$ cat src/rtl/id_ex_pipeline_if.sv
// ID/EX stage bus: decode inputs, MEM/WB forwarding sources, flush, and the
// registered EX-side outputs plus hazard/debug signals.
interface id_ex_pipeline_if #(
  parameter int DATA_W = 32,
  parameter int REG_AW = 5,
  parameter int CNT_W  = 16
);
  logic              id_valid;
  logic [REG_AW-1:0] id_ra1;
  logic [REG_AW-1:0] id_ra2;
  logic              id_use1;
  logic              id_use2;
  logic [REG_AW-1:0] id_wa;
  logic              id_we;
  logic              id_mem_read;
  logic [DATA_W-1:0] id_imm;
  logic [7:0]        id_ctrl;
  logic [DATA_W-1:0] id_pc8;
  logic [DATA_W-1:0] rd1;
  logic [DATA_W-1:0] rd2;
  logic              mem_we;
  logic [REG_AW-1:0] mem_wa;
  logic [DATA_W-1:0] mem_result;
  logic              wb_we;
  logic [REG_AW-1:0] wb_wa;
  logic [DATA_W-1:0] wb_result;
  logic              flush;

  logic              ex_valid;
  logic              ex_we;
  logic              ex_mem_read;
  logic [DATA_W-1:0] ex_op1;
  logic [DATA_W-1:0] ex_op2;
  logic [DATA_W-1:0] ex_imm;
  logic [REG_AW-1:0] ex_wa;
  logic [7:0]        ex_ctrl;
  logic              stall;
  logic [CNT_W-1:0]  stall_count;
  logic [CNT_W-1:0]  flush_count;

  modport master (
    output id_valid, id_ra1, id_ra2, id_use1, id_use2, id_wa, id_we,
           id_mem_read, id_imm, id_ctrl, id_pc8, rd1, rd2,
           mem_we, mem_wa, mem_result, wb_we, wb_wa, wb_result, flush,
    input  ex_valid, ex_we, ex_mem_read, ex_op1, ex_op2, ex_imm, ex_wa,
           ex_ctrl, stall, stall_count, flush_count
  );

  modport slave (
    input  id_valid, id_ra1, id_ra2, id_use1, id_use2, id_wa, id_we,
           id_mem_read, id_imm, id_ctrl, id_pc8, rd1, rd2,
           mem_we, mem_wa, mem_result, wb_we, wb_wa, wb_result, flush,
    output ex_valid, ex_we, ex_mem_read, ex_op1, ex_op2, ex_imm, ex_wa,
           ex_ctrl, stall, stall_count, flush_count
  );
endinterface

$ cat src/rtl/id_ex_pipeline.sv
// Decode-to-execute stage: resolves operands (R15 / MEM / WB forwarding),
// detects load-use hazards, applies branch flushes, keeps debug counters.
module id_ex_pipeline #(
  parameter int DATA_W = 32,
  parameter int REG_AW = 5,
  parameter int CNT_W  = 16
) (
  input logic          clk,
  input logic          rst,
  id_ex_pipeline_if.slave bus
);

  localparam logic [REG_AW-1:0] PC_REG = REG_AW'(15);

  logic              ex_valid_q;
  logic              ex_we_q;
  logic              ex_mem_read_q;
  logic [DATA_W-1:0] ex_op1_q;
  logic [DATA_W-1:0] ex_op2_q;
  logic [DATA_W-1:0] ex_imm_q;
  logic [REG_AW-1:0] ex_wa_q;
  logic [7:0]        ex_ctrl_q;
  logic [CNT_W-1:0]  stall_cnt_q;
  logic [CNT_W-1:0]  flush_cnt_q;

  logic              hazard;
  logic              stall_int;
  logic [DATA_W-1:0] op1_d;
  logic [DATA_W-1:0] op2_d;

  // R15 is checked first, so MEM/WB writes to R15 can never be forwarded.
  function automatic logic [DATA_W-1:0] resolve(
    input logic [REG_AW-1:0] ra,
    input logic [DATA_W-1:0] rd,
    input logic [DATA_W-1:0] pc8,
    input logic              m_we,
    input logic [REG_AW-1:0] m_wa,
    input logic [DATA_W-1:0] m_res,
    input logic              w_we,
    input logic [REG_AW-1:0] w_wa,
    input logic [DATA_W-1:0] w_res
  );
    logic [DATA_W-1:0] r;
    if (ra == PC_REG)               r = pc8;
    else if (m_we && (m_wa == ra))  r = m_res;
    else if (w_we && (w_wa == ra))  r = w_res;
    else                            r = rd;
    return r;
  endfunction

  always_comb begin
    op1_d = resolve(bus.id_ra1, bus.rd1, bus.id_pc8,
                    bus.mem_we, bus.mem_wa, bus.mem_result,
                    bus.wb_we, bus.wb_wa, bus.wb_result);
    op2_d = resolve(bus.id_ra2, bus.rd2, bus.id_pc8,
                    bus.mem_we, bus.mem_wa, bus.mem_result,
                    bus.wb_we, bus.wb_wa, bus.wb_result);
  end

  always_comb begin
    hazard = ex_valid_q && ex_mem_read_q && ex_we_q && (ex_wa_q != PC_REG) &&
             bus.id_valid &&
             ((bus.id_use1 && (bus.id_ra1 == ex_wa_q)) ||
              (bus.id_use2 && (bus.id_ra2 == ex_wa_q)));
    stall_int = hazard && !rst;
  end

  always_ff @(posedge clk or posedge rst) begin
    if (rst) begin
      ex_valid_q    <= 1'b0;
      ex_we_q       <= 1'b0;
      ex_mem_read_q <= 1'b0;
      ex_op1_q      <= '0;
      ex_op2_q      <= '0;
      ex_imm_q      <= '0;
      ex_wa_q       <= '0;
      ex_ctrl_q     <= '0;
    end else if (bus.flush || hazard) begin
      // Bubble: only the control bits clear; operand fields hold.
      ex_valid_q    <= 1'b0;
      ex_we_q       <= 1'b0;
      ex_mem_read_q <= 1'b0;
    end else begin
      ex_valid_q    <= bus.id_valid;
      ex_we_q       <= bus.id_we && bus.id_valid;
      ex_mem_read_q <= bus.id_mem_read && bus.id_valid;
      ex_op1_q      <= op1_d;
      ex_op2_q      <= op2_d;
      ex_imm_q      <= bus.id_imm;
      ex_wa_q       <= bus.id_wa;
      ex_ctrl_q     <= bus.id_ctrl;
    end
  end

  // Flush takes precedence, so a simultaneous hazard is not counted as a stall.
  always_ff @(posedge clk or posedge rst) begin
    if (rst) begin
      stall_cnt_q <= '0;
      flush_cnt_q <= '0;
    end else if (bus.flush) begin
      if (bus.id_valid && (flush_cnt_q != '1))
        flush_cnt_q <= flush_cnt_q + 1'b1;
    end else if (hazard) begin
      if (stall_cnt_q != '1)
        stall_cnt_q <= stall_cnt_q + 1'b1;
    end
  end

  assign bus.ex_valid    = ex_valid_q;
  assign bus.ex_we       = ex_we_q;
  assign bus.ex_mem_read = ex_mem_read_q;
  assign bus.ex_op1      = ex_op1_q;
  assign bus.ex_op2      = ex_op2_q;
  assign bus.ex_imm      = ex_imm_q;
  assign bus.ex_wa       = ex_wa_q;
  assign bus.ex_ctrl     = ex_ctrl_q;
  assign bus.stall       = stall_int;
  assign bus.stall_count = stall_cnt_q;
  assign bus.flush_count = flush_cnt_q;

endmodule

$ cat src/flat_wrapper.sv
// flat-port wrapper written by rule: the top's interface ports become plain ports
module id_ex_pipeline_flat 
#(
  parameter int DATA_W = 32,
  parameter int REG_AW = 5,
  parameter int CNT_W  = 16
)
  (clk, rst, bus_id_valid, bus_id_ra1, bus_id_ra2, bus_id_use1, bus_id_use2, bus_id_wa, bus_id_we, bus_id_mem_read, bus_id_imm, bus_id_ctrl, bus_id_pc8, bus_rd1, bus_rd2, bus_mem_we, bus_mem_wa, bus_mem_result, bus_wb_we, bus_wb_wa, bus_wb_result, bus_flush, bus_ex_valid, bus_ex_we, bus_ex_mem_read, bus_ex_op1, bus_ex_op2, bus_ex_imm, bus_ex_wa, bus_ex_ctrl, bus_stall, bus_stall_count, bus_flush_count);
  id_ex_pipeline_if #(.DATA_W(DATA_W), .REG_AW(REG_AW), .CNT_W(CNT_W)) bus_i ();
  input logic clk;
  input logic rst;
  input wire logic [$bits(bus_i.id_valid)-1:0] bus_id_valid;
  input wire logic [$bits(bus_i.id_ra1)-1:0] bus_id_ra1;
  input wire logic [$bits(bus_i.id_ra2)-1:0] bus_id_ra2;
  input wire logic [$bits(bus_i.id_use1)-1:0] bus_id_use1;
  input wire logic [$bits(bus_i.id_use2)-1:0] bus_id_use2;
  input wire logic [$bits(bus_i.id_wa)-1:0] bus_id_wa;
  input wire logic [$bits(bus_i.id_we)-1:0] bus_id_we;
  input wire logic [$bits(bus_i.id_mem_read)-1:0] bus_id_mem_read;
  input wire logic [$bits(bus_i.id_imm)-1:0] bus_id_imm;
  input wire logic [$bits(bus_i.id_ctrl)-1:0] bus_id_ctrl;
  input wire logic [$bits(bus_i.id_pc8)-1:0] bus_id_pc8;
  input wire logic [$bits(bus_i.rd1)-1:0] bus_rd1;
  input wire logic [$bits(bus_i.rd2)-1:0] bus_rd2;
  input wire logic [$bits(bus_i.mem_we)-1:0] bus_mem_we;
  input wire logic [$bits(bus_i.mem_wa)-1:0] bus_mem_wa;
  input wire logic [$bits(bus_i.mem_result)-1:0] bus_mem_result;
  input wire logic [$bits(bus_i.wb_we)-1:0] bus_wb_we;
  input wire logic [$bits(bus_i.wb_wa)-1:0] bus_wb_wa;
  input wire logic [$bits(bus_i.wb_result)-1:0] bus_wb_result;
  input wire logic [$bits(bus_i.flush)-1:0] bus_flush;
  output wire logic [$bits(bus_i.ex_valid)-1:0] bus_ex_valid;
  output wire logic [$bits(bus_i.ex_we)-1:0] bus_ex_we;
  output wire logic [$bits(bus_i.ex_mem_read)-1:0] bus_ex_mem_read;
  output wire logic [$bits(bus_i.ex_op1)-1:0] bus_ex_op1;
  output wire logic [$bits(bus_i.ex_op2)-1:0] bus_ex_op2;
  output wire logic [$bits(bus_i.ex_imm)-1:0] bus_ex_imm;
  output wire logic [$bits(bus_i.ex_wa)-1:0] bus_ex_wa;
  output wire logic [$bits(bus_i.ex_ctrl)-1:0] bus_ex_ctrl;
  output wire logic [$bits(bus_i.stall)-1:0] bus_stall;
  output wire logic [$bits(bus_i.stall_count)-1:0] bus_stall_count;
  output wire logic [$bits(bus_i.flush_count)-1:0] bus_flush_count;
  assign bus_i.id_valid = bus_id_valid;
  assign bus_i.id_ra1 = bus_id_ra1;
  assign bus_i.id_ra2 = bus_id_ra2;
  assign bus_i.id_use1 = bus_id_use1;
  assign bus_i.id_use2 = bus_id_use2;
  assign bus_i.id_wa = bus_id_wa;
  assign bus_i.id_we = bus_id_we;
  assign bus_i.id_mem_read = bus_id_mem_read;
  assign bus_i.id_imm = bus_id_imm;
  assign bus_i.id_ctrl = bus_id_ctrl;
  assign bus_i.id_pc8 = bus_id_pc8;
  assign bus_i.rd1 = bus_rd1;
  assign bus_i.rd2 = bus_rd2;
  assign bus_i.mem_we = bus_mem_we;
  assign bus_i.mem_wa = bus_mem_wa;
  assign bus_i.mem_result = bus_mem_result;
  assign bus_i.wb_we = bus_wb_we;
  assign bus_i.wb_wa = bus_wb_wa;
  assign bus_i.wb_result = bus_wb_result;
  assign bus_i.flush = bus_flush;
  assign bus_ex_valid = bus_i.ex_valid;
  assign bus_ex_we = bus_i.ex_we;
  assign bus_ex_mem_read = bus_i.ex_mem_read;
  assign bus_ex_op1 = bus_i.ex_op1;
  assign bus_ex_op2 = bus_i.ex_op2;
  assign bus_ex_imm = bus_i.ex_imm;
  assign bus_ex_wa = bus_i.ex_wa;
  assign bus_ex_ctrl = bus_i.ex_ctrl;
  assign bus_stall = bus_i.stall;
  assign bus_stall_count = bus_i.stall_count;
  assign bus_flush_count = bus_i.flush_count;
  id_ex_pipeline #(.DATA_W(DATA_W), .REG_AW(REG_AW), .CNT_W(CNT_W)) u_core (.clk(clk), .rst(rst), .bus(bus_i));
endmodule
$ cat config.mk
export PLATFORM = sky130hd
export DESIGN_NAME = id_ex_pipeline_flat
export DESIGN_NICKNAME = d
export VERILOG_FILES = /design/src/rtl/id_ex_pipeline_if.sv /design/src/rtl/id_ex_pipeline.sv /design/src/flat_wrapper.sv
export SDC_FILE = /design/constraint.sdc
export NUM_CORES = 1
export LEC_CHECK = 0
export ABC_AREA = 1
export CAP_MARGIN = 20
export CELL_PAD_IN_SITES_DETAIL_PLACEMENT = 0
export CELL_PAD_IN_SITES_GLOBAL_PLACEMENT = 2
export CORE_MARGIN = 3
export CORE_UTILIZATION = 24
export DETAILED_ROUTE_END_ITERATION = 12
export GPL_TIMING_DRIVEN = 0
export PLACE_DENSITY = 0.95
export SYNTH_ARGS = -nofsm -noshare
export SYNTH_HDL_FRONTEND = slang
export SYNTH_SLANG_ARGS = --single-unit
$ cat constraint.sdc
create_clock -name clk -period 9.65 [get_ports clk]
set_clock_uncertainty 0.05 [all_clocks]
set_input_delay 2.895 -clock clk [delete_from_list [all_inputs] [get_ports clk]]
set_output_delay 2.895 -clock clk [all_outputs]
set_load 0.01 [all_outputs]
==> flow_results.org, run 1 <==
** Route
- Total Wirelength :: 46.0 mm
- After detailed routing, the number of remaining DRC violations is 0.
- In the final routed layout, each cell accounts on average for 20.3 µm.
- The detailed router finished its first iteration with 702 violations.
- Drt pass-1 iters :: 5
- Via count :: 11100
- Number of nets still failing antenna checks after routing :: 0
- Vias per inst :: 4.88

** Logic synthesis
- Cell taking the most area after synthesis :: dfrtp_1
- For this run, asynchronously set or reset flops after synthesis account for 100%.
- Post-synthesis instance total :: 1342
- Flops & latches, synth :: 144
- Prevailing post-synth register cell :: dfrtp_1
- In the post-synthesis netlist, the biggest area contributors are dfrtp_1 39%, nand3_1 12%, nand2_1 11%, nor2_1 7.3%, a21oi_1 7.3%.
- After synthesis, the most frequently instantiated cells are 270 x nand2_1, 223 x nand3_1, 179 x nor2_1.
- The number of different library cells used by synthesis comes to 30.
- In this run the cell area of the synthesized design comes to 0.00919 mm².
- After synthesis, the largest area contributor takes up 39.2% of total cell area.
- Post-Synthesis Net Count :: 1579
- Each instance of the synthesized netlist takes up on average 6.85 µm².
- Count leader, synth :: nand2_1
- For this run, the register share of the synthesized area comes to 39.2%.
- Ys Warns :: 0
- Number of enable flip-flop cells after synthesis :: 0

** Setup path
- Type of the worst setup path :: in -> out
- Of all nets on the critical path, the largest fanout is 10.
- Crit path arrival time :: 5320 ps
- STA classifies the critical path endpoint as an output port.
- At the worst endpoint, the required time is 6710 ps.
- Critical Path Start Type :: input pin

** Placement
- Once detailed placement completed, the half-perimeter wirelength came to 35.9 mm.
- Buffers placed on the I/O ports in this run total 379.
- After detailed placement, the total cell area comes to 0.0137 mm².
- Routability-driven placement finished with a final weighted congestion of 0.952.

** Clock network
- In this run, post-CTS hold repair placed 0 buffers.
- Clock Sink Count :: 144
- Clock-pin slew was measured on the worst setup and hold paths at 60 ps.
- In this run the deepest clock path goes through 2 buffers.
- After clock tree synthesis, the setup repair step added 0 buffers.
- Clock tree synthesis inserted a total of 17 buffers.
- Clk Latency, worst-skew pair :: 440 ps
- Post-CTS repair changed the size of 0 cells.
- The H-tree was split into 4 levels.
- CTS tree :: yes
- Clk root buf :: clkbuf_16

** Global routing
- The first global-routing pass estimated 68.7 mm of wire.
- Vias in the first global route :: 11200
- Initial antenna violation count :: 5
- All-layer global routing usage :: 22.2%
- Summed over all layers, the global routing overflow is 0.
- Entering global routing, the biggest net connects 74 pins.

** Flow run
- Across the run, the number of max-cap violations was 0.

** Die
- Standard-cell rows :: 71
- Die width :: 202 µm
- Initial Util :: 24.4%
- Placeable core region :: 0.0377 mm²
- 380 I/O pins were placed.
- The die is 202 µm tall.
- Die ar. :: 0.0407 mm²

** Pwr
- The worst-case IR drop observed on VDD is 90.2 µV.
- In this run the static leakage power is 6.50 nW.
- Dividing total power by cell area gives a power density of 141 mW/mm².

** STA
- Min cycle time layout :: 8260 ps
- Setup violations remaining at the end of the flow were counted as 0.
- Headroom to the max-slew limit came out at 44.4%.
- Peak clock frequency supported by timing :: 0.121 GHz
- Count of endpoints failing hold in the final timing report :: 0
- At the pin with the least slew margin, the transition time is 831 ps.
- The max-slew violation count is 0.
- Ratio of final minimum period to clock period :: 85.6%
- Setup repair after global routing left no endpoint under its margin.
- Setup tns final :: 0 ps

** Status
- Run status :: finished, final reports clean

** Layout
- After filler insertion, the fill cell instance count of the layout stands at 4042.
- The finished cells cover 0.0143 mm².
- Share of post-route cells with drive strength above 1 :: 5.59%
- The net count of the finished layout is 1978.
- Synthesis-to-layout area growth :: 55.8%

** Min path
- Worst Hold Class :: reg -> reg
-- final cells by class --
cell class | count | area (µm²) | share of cell area [%]
Buffer | 95 | 465 | 3.25
Tap cell | 511 | 639 | 4.46
Clock buffer | 17 | 425 | 2.97
Clock inverter | 15 | 233 | 1.63
Multi-Input combinational cell | 987 | 4690 | 32.7
Antenna cell | 2 | 5.00 | 0.0349
Sequential cell | 144 | 3600 | 25.2
Timing Repair Buffer | 380 | 3820 | 26.7
Inverter | 116 | 443 | 3.09
-- routing by layer --
metal	wire length, µm	up-vias	track usage, %
li1	-	5271	-
met1	19400	5197	28.1
met2	21700	506	36.8
met3	3550	80	6.08
met4	1350	8	7.00
met5	47	-	0
-- critical path, stage by stage --
cell	delay, ps
clkdlybuf4s50_1	600
inv_2	80
nand2_1	60
nand2_1	50
nor2_1	100
nand3_1	80
nand2_1	130
nand2_2	210
buf_6	240
buf_2	210
nor2_1	110
clkdlybuf4s50_1	540
-- power breakdown --
group	total (mW)	switching (mW)	internal [mW]
registers	0.718	0.0524	0.665
logic	0.537	0.274	0.263
clock network	0.763	0.300	0.463
total	2.02	0.626	1.39
-- sequential cells by signal (all words and copies together) (netlist names) --
signal,count
u_core.bus.ex_ctrl,8
u_core.bus.ex_imm,32
u_core.bus.ex_op2,32
u_core.bus.ex_wa,5
u_core.bus.ex_valid,1
u_core.bus.flush_count,16
u_core.bus.stall_count,16
u_core.bus.ex_mem_read,1
u_core.bus.ex_we,1
u_core.bus.ex_op1,32
-- kinds of logic after synthesis --
group	after synthesis	share of synthesized area, %
fa+ha+maj	2	0.272
buf+inv	211	9.80
flops	144	39.2
xor+xnor	28	2.67
compound gates	156	8.51
simple gates	801	39.5
-- worst paths after layout --
kind / from / endpoint / slack, ps / cells past startpoint
min in group asynchronous: rst / u_core.bus.ex_imm[14] / 2870 / 2
max reg2reg: u_core.bus.ex_wa[2] / u_core.bus.ex_ctrl[7] / 7390 / 8
min: u_core.bus.ex_imm[21] / u_core.bus.ex_imm[21] / 420 / 2
max in group asynchronous: rst / u_core.bus.ex_op2[13] / 5890 / 3
max: bus_id_ra1[3] / bus_stall / 1390 / 12
min reg2reg: u_core.bus.ex_imm[21] / u_core.bus.ex_imm[21] / 420 / 2
-- through the flow --
stage | power, mW | util [%] | instances | setup slack (ps) | hold slack (ps)
3_5_place_dp | 1.27 | 36.3 | 2233 | 1300 | 408
5_1_grt | 2.12 | 38.0 | 2265 | 1050 | 440
2_1_floorplan | 0.931 | - | 1342 | 2820 | 456
4_1_cts | 2.05 | 38.0 | 2265 | 1300 | 423
3_3_place_gp | 1.26 | 36.2 | 2232 | 196 | 403
6_report | 2.02 | 38.0 | 2267 | 1390 | 419
-- cells in the final DEF, fill, tap and decap left out, drive strengths merged --
| cell type | count |
|---|---|
| a21oi | 134 |
| a31oi | 1 |
| buf | 53 |
| bufinv | 5 |
| clkbuf | 60 |
| clkdlybuf4s50 | 379 |
| clkinv | 6 |
| clkinvlp | 2 |
| dfrtp | 144 |
| diode | 2 |
| ha | 2 |
| inv | 118 |
| nand2 | 272 |
| nand3 | 225 |
| nand3b | 2 |
| nand4 | 103 |
| nor2 | 181 |
| nor3 | 16 |
| nor3b | 2 |
| o21ai | 21 |
| xnor2 | 10 |
| xor2 | 18 |
Power figures use the tool's default switching activity.
==> run 2, diff against run 1 <==
--- a/config.mk
+++ b/config.mk
@@ -10,10 +10,10 @@
 export CELL_PAD_IN_SITES_DETAIL_PLACEMENT = 0
 export CELL_PAD_IN_SITES_GLOBAL_PLACEMENT = 2
 export CORE_MARGIN = 3
-export CORE_UTILIZATION = 24
+export CORE_UTILIZATION = 22
 export DETAILED_ROUTE_END_ITERATION = 12
 export GPL_TIMING_DRIVEN = 0
-export PLACE_DENSITY = 0.95
+export PLACE_DENSITY = 0.91
 export SYNTH_ARGS = -nofsm -noshare
 export SYNTH_HDL_FRONTEND = slang
 export SYNTH_SLANG_ARGS = --single-unit
==> constraint.sdc (replaced) <==
create_clock -name clk -period 9.1 [get_ports clk]
set_clock_uncertainty 0.05 [all_clocks]
set_input_delay 2.73 -clock clk [delete_from_list [all_inputs] [get_ports clk]]
set_output_delay 2.73 -clock clk [all_outputs]
set_load 0.01 [all_outputs]
==> flow_results.org, run 2 (synthesized netlist as in run 1, its figures left out) <==
** Layout
- Leaving out fill and tap cells, the most frequent cell in the layout is clkdlybuf4s50_1.
- Share of post-route cells with drive strength above 1 :: 5.42% (-0.17 points)
- The number of standard cells in the final layout excluding fillers was 2286 (+0.84%).
- The filler cell count in the final layout came to 4379 (+8.3%).
- Layout Nets :: 1978 (unchanged)
- Leaving out fill and tap cells, the most frequent cells in the layout are 379 x clkdlybuf4s50_1, 270 x nand2_1, 223 x nand3_1.
- The post-route core utilization came to 34.9% (-3.1 points).
- The post-synthesis to final-layout area growth is 55.9% (about the same).

** Die
- Initial Util :: 22.4% (-2.0 points)
- The count of pins on the block boundary was 380 (unchanged).
- Standard-cell rows :: 74 (+4.2%)
- Die ar. :: 0.0443 mm² (+8.8%)
- Placeable core region :: 0.0410 mm² (+8.9%)
- Die height :: 210 µm (+4.3%)
- Die width :: 210 µm (+4.3%)

** Pwr
- The leakage power summed over all cells was 6.49 nW (-0.12%).
- Cell-internal power :: 1.47 mW (+5.9%)
- Psw :: 0.660 mW (+5.4%)
- Combinational power share :: 26.8% (+0.2 points)
- The power per standard cell area came to 149 mW/mm² (+5.7%).
- Switching part of the total power :: 30.9% (-0.10 points)
- Relative contribution of the clock network to total power :: 37.4% (-0.4 points)
- Worst IR Drop VDD :: 91.9 µV (+1.9%)
- Seq pwr share :: 35.8% (+0.2 points)

** Route
- The number of DRC violations after detailed routing was 0 (unchanged).
- Drt pass-1 iters :: 5 (unchanged)
- The remaining antenna violation count after routing was 0 (unchanged).
- The number of design-rule violations left by the first detailed-router iteration is 764 (+8.8%).
- The post-detailed-route wirelength per cell was 21.1 µm (+4.1%).
- The total wire length after detailed routing is 48.3 mm (+5.0%).
- Vias per inst :: 4.89 (+0.31%)
- The total number of vias is 11200 (+1.1%).

** Status
- The flow ran to the end, and the final reports show no timing, DRC or antenna violations.

** Clock network
- The maximum level of the CTS H-tree was 4 (unchanged).
- The root buffer cell chosen for the clock tree is clkbuf_16.
- Inserted Clock Buffers :: 17 (unchanged)
- TritonCTS built the clock tree.
- The number of sinks driven by the clock tree came to 144 (unchanged).
- The post-cts hold buffer count was 0 (unchanged).
- Buffers from clock root to sink, at most :: 2 (unchanged)
- CTS clock-pin slew for the worst setup and hold paths :: 60 ps (about the same)
- The post-CTS setup repair buffer count is 0 (unchanged).
- Number of gates resized after cts :: 0 (unchanged)
- Clk Latency, worst-skew pair :: 430 ps (about the same)

** Global routing
- The number of antenna violations at the first check in global routing is 14 (+9).
- The number of global-route vias before repair is 11300 (+0.50%).
- All-layer global routing usage :: 21.3% (-0.82 points)
- Maximum number of pins on one net before global-route repair :: 76 (+2.7%)
- Global-route congestion overflow total :: 0 (unchanged)
- The global-route wire length before repair was 71.3 mm (+3.8%).

** Setup path
- Crit path max fanout :: 10 (unchanged)
- Critical Path Start Type :: input pin
- The arrival time at the worst endpoint was 5310 ps (about the same).
- The required time of the critical path was 6320 ps (-390 ps).
- Type of the worst setup path :: in -> out
- STA classifies the critical path endpoint as an output port.
- Worst R2R Path Depth :: 7 (-1)

** Placement
- Placed instance count :: 2254 (+0.94%)
- The final RePlAce weighted congestion was 0.926 (-2.8%).
- The half-perimeter wire length after detailed placement is 37.6 mm (+4.6%).
- The quantity of I/O buffers inserted on ports was 379 (unchanged).

** STA
- Setup tns final :: 0 ps (unchanged)
- Min cycle time layout :: 8090 ps
- Ratio of final minimum period to clock period :: 88.9%
- Final setup violating endpoints :: 0 (unchanged)
- The max-slew violation count is 0 (unchanged).
- The pin slew with the least headroom to its limit came to 880 ps (+49.3 ps).
- Setup repair after global routing missed its margin :: false
- Derived from the worst setup path, the maximum achievable clock frequency is 0.124 GHz.
- Relative slew margins :: 41.1% (-3.3 points)
- The number of hold violations in the final report came to 0 (unchanged).

** Flow run
- The max-cap check violation count was 0 (unchanged).

** Min path
- Worst Hold Class :: reg -> reg
- The worst hold path cell count is 2 (unchanged).
==> run 2: changes by cell type in the layout (fill, tap and decap cells not counted), sizes merged <==
| cell | change |
|---|---|
| clkbuf | +2 |
| inv | -1 |
| clkinv | -1 |
| clkinvlp | -1 |
| diode | -1 |
==> run 2: worst paths after layout <==
check | start | slack, ps | end
worst max-delay path | bus_id_ra1[3] | 1010 | bus_stall
max in group asynchronous | rst | 5480 | u_core.bus.ex_op2[8]
min in group asynchronous | rst | 2730 | u_core.bus.ex_imm[7]
worst min register to register | u_core.bus.ex_imm[2] | 420 | u_core.bus.ex_imm[2]
worst min-delay path | u_core.bus.ex_imm[2] | 420 | u_core.bus.ex_imm[2]
worst max register to register | u_core.bus.ex_wa[2] | 6720 | u_core.bus.ex_op2[13]
==> run 2: metrics by stage <==
step | cell area, µm² | power (mW) | setup WS (ps) | hold slack (ps)
after floorplan | 9190 | 0.987 | 2450 | 456
after global placement | 13600 | 1.34 | -156 | 404
after detailed placement | 13700 | 1.35 | 1020 | 407
after CTS | 14300 | 2.16 | 1020 | 423
after global routing | 14300 | 2.24 | 821 | 442
final | 14300 | 2.13 | 1010 | 420
==> run 2: worst max-delay path: stages <==
cell	delay [ps]
clkdlybuf4s50_1	610
inv_2	90
nand2_1	70
nand2_1	50
nor2_1	100
nand3_1	80
nand2_1	130
nand2_2	280
buf_6	270
buf_2	210
nor2_1	130
clkdlybuf4s50_1	550
==> run 2: metal layers <==
layer  up-vias  wire length (µm)  GRT usage [%]
li1       5283                 -              -
met1      5318             20400           27.0
met2       488             22900           36.1
met3        78              3830           5.73
met4        22               993           5.89
met5         -               143              0
==> run 2: power by group through the flow <==
| stage | sequential [mW] | combinational (mW) | clock (mW) |
|---|---|---|---|
| floorplan | 0.792 | 0.196 | 0 |
| global placement | 0.774 | 0.569 | 0 |
| detailed placement | 0.775 | 0.574 | 0 |
| CTS | 0.764 | 0.577 | 0.817 |
| global route | 0.772 | 0.619 | 0.846 |
| finish | 0.764 | 0.572 | 0.798 |
==> run 2: final cells by class <==
| cell class | count | area (µm²) | area share [%] |
|---|---|---|---|
| clock inverter | 12 | 209 | 1.46 |
| antenna | 1 | 2.50 | 0.0175 |
| buffer | 95 | 465 | 3.25 |
| timing repair buffer | 380 | 3820 | 26.7 |
| tap | 532 | 666 | 4.65 |
| sequential | 144 | 3600 | 25.1 |
| multi-input combinational | 987 | 4690 | 32.7 |
| clock buffer | 19 | 433 | 3.02 |
| inverter | 116 | 443 | 3.09 |
